<file path="config.mk">
export PLATFORM = sky130hd
export DESIGN_NAME = rom_loader_flat
export DESIGN_NICKNAME = d
export VERILOG_FILES = /design/src/rtl/rom_loader_if.sv /design/src/rtl/rom_loader.sv /design/src/flat_wrapper.sv
export SDC_FILE = /design/constraint.sdc
export NUM_CORES = 1
export LEC_CHECK = 0
export CAP_MARGIN = 0
export CORE_MARGIN = 2
export CORE_UTILIZATION = 52
export DETAILED_ROUTE_END_ITERATION = 8
export HOLD_SLACK_MARGIN = 0.15
export PLACE_DENSITY = 0.8
export SYNTH_ARGS = -nofsm -noshare
export SYNTH_HDL_FRONTEND = slang
export SYNTH_SLANG_ARGS = --single-unit
</file>
<file path="constraint.sdc">
create_clock -name clk -period 2.4 [get_ports clk]
set_input_delay 0.24 -clock clk [delete_from_list [all_inputs] [get_ports clk]]
set_output_delay 0.24 -clock clk [all_outputs]
set_load 0.02 [all_outputs]
</file>
<file path="src/rtl/rom_loader_if.sv">
// rtl/rom_loader_if.sv - load-stream byte handshake and program-memory write port
interface rom_loader_if #(
  parameter int WORD_SIZE = 20
);
  logic [7:0]           byte_i;
  logic                 byte_valid_i;
  logic                 byte_ready_o;
  logic                 wr_en_o;
  logic [WORD_SIZE-1:0] wr_addr_o;
  logic [WORD_SIZE-1:0] wr_data_o;

  modport master (
    output byte_i, byte_valid_i,
    input  byte_ready_o, wr_en_o, wr_addr_o, wr_data_o
  );

  modport slave (
    input  byte_i, byte_valid_i,
    output byte_ready_o, wr_en_o, wr_addr_o, wr_data_o
  );
endinterface

</file>
<file path="src/rtl/rom_loader.sv">
// rtl/rom_loader.sv - byte-stream program loader with word count, checksum and cpu reset hold
module rom_loader #(
  parameter int MEM_SIZE  = 4096,
  parameter int WORD_SIZE = 20
) (
  input  logic         clk,
  input  logic         reset_n,
  rom_loader_if.slave  bus,
  output logic         cpu_reset_o,
  output logic         done_o,
  output logic         error_o
);

  localparam int          HI_W      = WORD_SIZE - 16;
  localparam logic [7:0]  B2_MASK   = 8'((1 << HI_W) - 1);
  localparam logic [31:0] MEM_LIMIT = 32'(MEM_SIZE);
  localparam logic [7:0]  SYNC      = 8'hA5;

  typedef enum logic [3:0] {
    IDLE, CNT_LO, CNT_HI, B0, B1, B2, WRITE, CHECK, DONE, ERROR
  } state_t;

  state_t               state;
  logic [7:0]           checksum;
  logic [7:0]           cnt_lo;
  logic [7:0]           b0;
  logic [7:0]           b1;
  logic [15:0]          remaining;
  logic [WORD_SIZE-1:0] addr;
  logic [WORD_SIZE-1:0] wr_addr;
  logic [WORD_SIZE-1:0] wr_data;
  logic                 wr_en;
  logic                 ready;

  logic                 accept;
  logic [7:0]           sum_next;
  logic [15:0]          count_in;

  assign accept   = bus.byte_valid_i && ready;
  assign sum_next = checksum + bus.byte_i;
  assign count_in = {bus.byte_i, cnt_lo};

  assign bus.byte_ready_o = ready;
  assign bus.wr_en_o      = wr_en;
  assign bus.wr_addr_o    = wr_addr;
  assign bus.wr_data_o    = wr_data;

  always_ff @(posedge clk or negedge reset_n) begin
    if (!reset_n) begin
      state       <= IDLE;
      checksum    <= 8'd0;
      cnt_lo      <= 8'd0;
      b0          <= 8'd0;
      b1          <= 8'd0;
      remaining   <= 16'd0;
      addr        <= '0;
      wr_addr     <= '0;
      wr_data     <= '0;
      wr_en       <= 1'b0;
      ready       <= 1'b1;
      cpu_reset_o <= 1'b1;
      done_o      <= 1'b0;
      error_o     <= 1'b0;
    end else begin
      // ready is registered alongside state so it is low exactly in WRITE
      wr_en <= 1'b0;
      ready <= 1'b1;
      case (state)
        IDLE, DONE, ERROR: begin
          if (accept && bus.byte_i == SYNC) begin
            state       <= CNT_LO;
            checksum    <= 8'd0;
            addr        <= '0;
            done_o      <= 1'b0;
            error_o     <= 1'b0;
            cpu_reset_o <= 1'b1;
          end
        end
        CNT_LO: begin
          if (accept) begin
            cnt_lo   <= bus.byte_i;
            checksum <= sum_next;
            state    <= CNT_HI;
          end
        end
        CNT_HI: begin
          if (accept) begin
            checksum  <= sum_next;
            remaining <= count_in;
            if (count_in == 16'd0) begin
              state <= CHECK;
            end else if ({16'd0, count_in} > MEM_LIMIT) begin
              state   <= ERROR;
              error_o <= 1'b1;
            end else begin
              state <= B0;
            end
          end
        end
        B0: begin
          if (accept) begin
            b0       <= bus.byte_i;
            checksum <= sum_next;
            state    <= B1;
          end
        end
        B1: begin
          if (accept) begin
            b1       <= bus.byte_i;
            checksum <= sum_next;
            state    <= B2;
          end
        end
        B2: begin
          if (accept) begin
            checksum <= sum_next;
            if ((bus.byte_i & ~B2_MASK) != 8'd0) begin
              state   <= ERROR;
              error_o <= 1'b1;
            end else begin
              state   <= WRITE;
              wr_en   <= 1'b1;
              ready   <= 1'b0;
              wr_addr <= addr;
              wr_data <= {bus.byte_i[HI_W-1:0], b1, b0};
            end
          end
        end
        WRITE: begin
          addr      <= addr + WORD_SIZE'(1);
          remaining <= remaining - 16'd1;
          state     <= (remaining == 16'd1) ? CHECK : B0;
        end
        CHECK: begin
          if (accept) begin
            checksum <= sum_next;
            if (sum_next == 8'd0) begin
              state       <= DONE;
              done_o      <= 1'b1;
              cpu_reset_o <= 1'b0;
            end else begin
              state   <= ERROR;
              error_o <= 1'b1;
            end
          end
        end
        default: state <= IDLE;
      endcase
    end
  end

endmodule

</file>
<file path="src/flat_wrapper.sv">
// flat-port wrapper written by rule: the top's interface ports become plain ports
module rom_loader_flat 
#(
  parameter int MEM_SIZE  = 4096,
  parameter int WORD_SIZE = 20
)
  (clk, reset_n, cpu_reset_o, done_o, error_o, bus_byte_i, bus_byte_valid_i, bus_byte_ready_o, bus_wr_en_o, bus_wr_addr_o, bus_wr_data_o);
  rom_loader_if #(.WORD_SIZE(WORD_SIZE)) bus_i ();
  input  logic clk;
  input  logic reset_n;
  output logic cpu_reset_o;
  output logic done_o;
  output logic error_o;
  input wire logic [$bits(bus_i.byte_i)-1:0] bus_byte_i;
  input wire logic [$bits(bus_i.byte_valid_i)-1:0] bus_byte_valid_i;
  output wire logic [$bits(bus_i.byte_ready_o)-1:0] bus_byte_ready_o;
  output wire logic [$bits(bus_i.wr_en_o)-1:0] bus_wr_en_o;
  output wire logic [$bits(bus_i.wr_addr_o)-1:0] bus_wr_addr_o;
  output wire logic [$bits(bus_i.wr_data_o)-1:0] bus_wr_data_o;
  assign bus_i.byte_i = bus_byte_i;
  assign bus_i.byte_valid_i = bus_byte_valid_i;
  assign bus_byte_ready_o = bus_i.byte_ready_o;
  assign bus_wr_en_o = bus_i.wr_en_o;
  assign bus_wr_addr_o = bus_i.wr_addr_o;
  assign bus_wr_data_o = bus_i.wr_data_o;
  rom_loader #(.MEM_SIZE(MEM_SIZE), .WORD_SIZE(WORD_SIZE)) u_core (.clk(clk), .reset_n(reset_n), .bus(bus_i), .cpu_reset_o(cpu_reset_o), .done_o(done_o), .error_o(error_o));
endmodule
</file>
==> impl_metrics.csv, run 1 <==
group,metric,value,unit
detailed_routing,ant_nets,0,
critical_path,worstSetupPathType,"register to register",
floorplan,io_pins,56,
detailed_routing,avgViaCountPerCell,6.014,
clocking,clk_pin_slew,60,ps
global_route,grt_max_degree,59,
logic_synthesis,synth-adder-area-share,2.549,%
sta,min_period_over_period,95.93,%
logic_synthesis,synth_edf_count,0,
clocking,insertion_delay,520,ps
logic_synthesis,ys_types,67,
detailed_routing,routedWlPerCell,18.57,µm
critical_path,endpoint_kind,"register",
clocking,cts_buffers,17,
floorplan,floorplan.die.width,108.6,µm
sta,relSlewSlack,56.31,%
logic_synthesis,synth_xor_xnor_area_share,0.4614,%
global_route,grt_pass1_wl,23350,µm
global_route,grt_overflow,0,
critical_path,rr_worst_depth,9,
global_route,grt_util_met3,5.320,%
placed_design,gp_congestion,0.9057,
critical_path,crit_fanout,3,
critical_path,crit_end,"u_core.state[0]",
logic_synthesis,ys_ff_latch,117,
floorplan,start_util,52.99,%
sta,tightest_slew,655.3,ps
logic_synthesis,ys.warnings.count,0,
job,maxCapViolCount,0,
sta,final.setup_skew,5.334,ps
clocking,cts_tree,"yes",
sta,timing.hold.ws,159.1,ps
logic_synthesis,synth_top_area_cell,"dfrtp_1",
global_route,grtUsageMet1,35.05,%
logic_synthesis,avgSynthCellArea,10.91,µm²
critical_path,arrival,2710,ps
critical_path,r2r_slack,100,ps
logic_synthesis,netlist_area,5694,µm²
cells_and_area,areaGrowthSynthToFinish,28.81,%
logic_synthesis,synth.area.mux_share,13.38,%
global_route,grt_pass1_vias,4625,
run_status,status,"complete, no violations",
sta,setup_viol,0,
logic_synthesis,synth_compound_area_share,13.07,%
floorplan,rows,38,
placed_design,dp_slack,-428.2,ps
logic_synthesis,synthesis.nets,544,
floorplan,die_h,108.6,µm
critical_path,r2r-start,"u_core.checksum[0]",
critical_path,critPathLaunchType,"register",
critical_path,worstPathRequired,2810,ps
detailed_routing,vias,4631,
logic_synthesis,synthFlopType,"dfrtp_1",
sta,setup_tns,0,ps
sta,fmax,434.3,MHz
detailed_routing,drt_iter0_drc,487,
placed_design,port_buffers,55,
detailed_routing,drc,0,
detailed_routing,drtPass1Iterations,6,
global_route,grtUsageTotal,26.00,%
min_path,hold_class,"input port to async pin",
logic_synthesis,synth_top_family_by_area,"simple AND/OR/NAND/NOR gates",
detailed_routing,wirelength,14300,µm
sta,post-route-min-period,2302,ps
sta,rsz0062_at_grt,"yes",
cells_and_area,antenna_cells,0,
global_route,top_usage_layer,"met2",
logic_synthesis,synth_area_leaders,"dfrtp_1 (51%), mux2_2 (13%), o21ai_0 (3.8%), nand2_1 (3.8%), ha_1 (2.2%)",
clocking,clock-sinks,117,
power,p_per_area,1134,nW/µm²
logic_synthesis,yosys.area.top_type_share,50.54,%
power,leakage,3.229,nW
clocking,post-cts-setup-buffer-count,0,
floorplan,core-area,10750,µm²
cells_and_area,drive_gt1_share,26.35,%
logic_synthesis,yosysSeqAreaShare,51.46,%
global_route,gr-usage-met2,41.43,%
cells_and_area,num-nets-final,639,
global_route,antenna_found_initial,0,
critical_path,rr_endpoint,"u_core.state[0]",
logic_synthesis,synthArstFlopShare,100.0,%
logic_synthesis,synth_simple_gate_area_share,16.37,%
clocking,htreeDepth,4,
clocking,cts_root_buf,"clkbuf_8",
power,peakVddDrop,0.0009388,V
sta,final.setup.worst_slack,97.63,ps
cells_and_area,final_util,68.26,%
floorplan,dieArea,11800,µm²
logic_synthesis,synthCells,522,
sta,final_hold_viol_count,0,
critical_path,crit_start,"u_core.checksum[0]",
placed_design,dp_hpwl,9561,µm
sta,drv_slew,0,
clocking,cts.path.max_buffers,2,
-- through the flow --
step	instances	cell area (µm²)	power, W
2_1_floorplan	522	5694	0.004669
3_3_place_gp	737	6670	0.005469
3_5_place_dp	737	6670	0.005618
4_1_cts	770	7308	0.008291
5_1_grt	770	7335	0.008793
6_report	770	7335	0.008318
-- worst max-delay path, stage by stage, from the launching register on --
cell	delay (ps)
dfrtp_1	380
ha_2	190
fa_2	350
buf_4	140
xor2_1	170
nor3_2	160
o221ai_2	120
nor3_2	260
nand2_1	100
a221o_1	310
-- logic make-up (layout without fill, tap and decap cells) --
family,count (synthesis),after routing
compound gates,114,114
xor+xnor,3,3
fa+ha+maj,11,11
buf+inv,32,140
flops,117,117
mux,68,68
simple gates,177,177
-- synth_stat cells, drive strengths merged, types with 4 or more instances --
| cell type | count |
|---|---|
| a211oi | 5 |
| nand3 | 20 |
| a21oi | 18 |
| buf | 7 |
| or4 | 4 |
| nor2b | 4 |
| nor4 | 6 |
| clkbuf | 16 |
| o21ai | 45 |
| nand4 | 9 |
| and4 | 4 |
| nand2 | 57 |
| a31oi | 4 |
| nor3 | 11 |
| o211ai | 9 |
| nand2b | 9 |
| inv | 9 |
| and3 | 7 |
| mux2 | 65 |
| o311ai | 6 |
| ha | 10 |
| dfrtp | 115 |
| nor2 | 28 |
-- per-layer routing --
metal,routed length (µm),share of wire (%),vias up
li1,-,-,2127
met1,6266,44,2302
met2,6904,48,170
met3,771,5.4,32
met4,356,2.5,0
met5,0,0,-
-- state kept, by name, summed over array words and instances (netlist names) --
| register | cells |
|---|---|
| u_core.addr | 20 |
| u_core.b0 | 8 |
| u_core.b1 | 8 |
| u_core.bus.byte_ready_o | 1 |
| u_core.bus.wr_addr_o | 20 |
| u_core.bus.wr_data_o | 20 |
| u_core.bus.wr_en_o | 1 |
| u_core.checksum | 8 |
| u_core.cnt_lo | 8 |
| u_core.cpu_reset_o | 1 |
| u_core.done_o | 1 |
| u_core.error_o | 1 |
| u_core.remaining | 16 |
| u_core.state | 4 |
-- what timing repair did --
item / in CTS / in global routing
gates resized for setup: 5 / 6
pin swaps: 1 / 3
hold buffers: 1 / 0
endpoints found under the setup margin: 4 / 12
hold endpoints to repair: 117 / 0
-- how the worst min path moves through the flow --
| stage | from | endpoint | slack (ps) |
|---|---|---|---|
| CTS | reset_n | u_core.bus.wr_data_o[19] | 170 |
| global placement | reset_n | u_core.checksum[5] | 160 |
| detailed placement | reset_n | u_core.checksum[5] | 170 |
| finish | reset_n | u_core.checksum[5] | 160 |
| floorplan | reset_n | u_core.addr[0] | -60 |
| global route | reset_n | u_core.bus.wr_en_o | 190 |
-- final cells by class --
cell class / count / area, µm²
clock buffers: 19 / 441.7
clock inverters: 13 / 168.9
fillers: 816 / 3411
inverters: 9 / 33.78
multi-input cells: 373 / 2654
flip-flops and latches: 117 / 2930
well taps: 140 / 175.2
repair buffers: 99 / 930.9
-- report_power, final --
group          total, W  switching [W]  leakage, nW  internal (W)
clock           0.00258       0.000936        0.288       0.00165
sequential      0.00316       0.000556         1.47       0.00260
combinational   0.00257        0.00136         1.47       0.00122
-- placed cells by master, fill, tap and decap left out, types with 8 or more instances in the layout --
master,n
dfrtp_1,115
mux2_2,65
nand2_1,57
clkdlybuf4s50_1,54
o21ai_0,43
buf_4,40
nor2_1,27
nand3_1,20
a21oi_1,18
clkbuf_16,16
inv_1,9
nand4_1,9
ha_1,9
nand2b_1,8
o211ai_1,8
Note: power is estimated with default switching activity, not from simulation.
==> inputs of run 2 (changes only) <==
Settings changed: REMOVE_ABC_BUFFERS from default to 1.
==> run 2 against run 1 <==
- the run now ends with negative setup slack left
- count of clock-buffer cells in the layout unchanged
- flip-flop and latch count unchanged
- setup slack got worse by 100 ps
- clock power about the same
- critical path type unchanged
- largest cell class unchanged
==> impl_metrics.csv, run 2 (synthesis results as in run 1) <==
group,metric,value,unit
run_status,status,"finished with violations",
run_status,violations,"negative setup slack",
critical_path,r2r-start,"u_core.checksum[0]",
sta,relSlewSlack,53.16,%
floorplan,dieArea,11800,µm²
critical_path,worstPathRequired,2800,ps
sta,setup_viol,1,
critical_path,arrival,2810,ps
clocking,clk_pin_slew,60,ps
critical_path,rr_endpoint,"u_core.state[0]",
detailed_routing,drt_iter0_drc,477,
detailed_routing,wirelength,14740,µm
critical_path,crit_fanout,4,
power,sw_frac_of_total,34.91,%
floorplan,core-area,10750,µm²
detailed_routing,avgViaCountPerCell,6.017,
sta,drv_slew,0,
critical_path,crit_slowest_cell,"dfrtp_1",
power,p_per_area,1141,nW/µm²
floorplan,io_pins,56,
floorplan,die_h,108.6,µm
cells_and_area,layout_commonest_cell,"dfrtp_1",
cells_and_area,mostFrequentLayoutCells,"dfrtp_1 (115), mux2_2 (65), nand2_1 (57)",
clocking,cts_tree,"yes",
power,power.share.sequential,37.5,%
cells_and_area,num-nets-final,648,
critical_path,crit_end,"u_core.state[0]",
power,p_int,0.005521,W
floorplan,rows,38,
clocking,htreeDepth,4,
detailed_routing,ant_nets,0,
detailed_routing,drc,0,
clocking,insertion_delay,520,ps
critical_path,crit_chain,"ha_4 -> fa_2 -> xor2_1 -> nor3_2 -> o221ai_4 -> nor3_4 -> nand2_1 -> a221o_1",
detailed_routing,vias,4687,
placed_design,gp_congestion,0.8591,
global_route,grtUsageTotal,26.18,%
power,pwr-share-comb,31.9,%
critical_path,path_depth,8,
critical_path,crit_start,"u_core.checksum[0]",
power,pwr-share-clk,30.6,%
critical_path,slowest_delay,410,ps
power,peakVddDrop,0.0007536,V
power,leakage,3.284,nW
clocking,cts.path.max_buffers,2,
clocking,clock-sinks,117,
global_route,grt_max_degree,42,
critical_path,cpLargestDelayFamily,"adder cells",
sta,final.setup_skew,6.936,ps
sta,final.setup.worst_slack,-3.701,ps
sta,final_hold_viol_count,0,
detailed_routing,drtPass1Iterations,5,
power,finalPower,0.008482,W
global_route,grt_pass1_wl,23700,µm
sta,post-route-min-period,2404,ps
placed_design,port_buffers,55,
floorplan,floorplan.die.width,108.6,µm
power,power_switching,0.002961,W
critical_path,rr_worst_depth,8,
sta,rsz0062_at_grt,"yes",
clocking,cts_buffers,17,
floorplan,start_util,52.99,%
cells_and_area,drive_gt1_share,27.86,%
global_route,grt_pass1_vias,4682,
sta,min_period_over_period,100.2,%
sta,tightest_slew,702.6,ps
critical_path,critPathLaunchType,"register",
critical_path,r2r_slack,-4,ps
sta,fmax,416.0,MHz
job,maxCapViolCount,0,
placed_design,dp_hpwl,9654,µm
global_route,grt_overflow,0,
critical_path,path_buf_inv,0,
cells_and_area,antenna_cells,0,
clocking,cts_root_buf,"clkbuf_8",
cells_and_area,num-fill-cells,781,
min_path,hold_class,"input port to async pin",
global_route,antenna_found_initial,0,
critical_path,endpoint_kind,"register",
sta,timing.hold.ws,249.1,ps
detailed_routing,routedWlPerCell,18.93,µm
cells_and_area,areaGrowthSynthToFinish,30.52,%
critical_path,worstSetupPathType,"register to register",
run 2: cell types whose count changed in the layout (fill, tap and decap cells not counted), moves of 2 or more:
cell        previous run  this run
buf_12                 4         2
buf_4                 40        51
clkinv_4               1         3
clkinvlp_4             4         2
run 2: how the worst min path moves through the flow:
stage / cells after the start / endpoint / from / slack (ps)
final: 2 / u_core.addr[2] / reset_n / 250
after floorplan: 0 / u_core.addr[0] / reset_n / -60
after CTS: 2 / u_core.addr[13] / reset_n / 260
after global placement: 1 / u_core.bus.wr_addr_o[0] / reset_n / 270
after detailed placement: 1 / u_core.bus.wr_addr_o[1] / reset_n / 260
after global routing: 2 / u_core.addr[9] / reset_n / 300
run 2: what timing repair did:
item                                    4_1_cts  5_1_grt
endpoints found under the setup margin        6        4
pin swaps                                     4        8
buffers inserted                              0        2
gates resized for setup                       5       16
endpoints found under the hold margin        75        0
hold buffers                                  1        0
run 2: power groups by stage:
stage / Clock (W) / Sequential, W / Combinational, W
after detailed placement: 0 / 0.00316 / 0.00249
final: 0.00259 / 0.00318 / 0.00271
after global routing: 0.00270 / 0.00325 / 0.00299
after floorplan: 0 / 0.00316 / 0.00147
after CTS: 0.00261 / 0.00315 / 0.00256
after global placement: 0 / 0.00311 / 0.00239
run 2: layout make-up:
cell class	instances	area, µm²	share of cell area (%)
multi-input combinational	373	2716	36.55
clock inverter	13	171.4	2.306
inverter	9	33.78	0.4545
timing repair buffer	108	973.4	13.10
clock buffer	19	431.7	5.808
sequential	117	2930	39.43
tap	140	175.2	2.357
run 2: worst register-to-register path: cells and delay by family (launching register included):
family / cells / cell delay, ps
flip-flops: 1 / 410
AO/OA/AOI/OAI: 2 / 530
adder cells (fa/ha/maj): 2 / 580
XOR/XNOR: 1 / 200
AND/OR/NAND/NOR: 3 / 580
run 2: layer usage:
metal	track usage, %	share of wire [%]	routed length [µm]	vias to the layer above
met5	0	0	0	-
met4	11.08	2.4	361	0
met3	6.037	5.8	861	35
met2	42.01	49	7282	189
met1	34.32	42	6238	2332
li1	-	-	-	2131
run 2: through the flow:
step	worst slack [ps]	util (%)	setup TNS, ps	cell area, µm²	cells
global route	-130.1	69.17	-130.7	7432	779
finish	-3.701	69.17	-3.701	7432	779
global placement	-503.2	62.40	-8996	6705	745
CTS	-3.786	68.29	-3.786	7338	778
detailed placement	-537.3	62.40	-11290	6705	745
floorplan	-217.0	-	-8719	5574	499
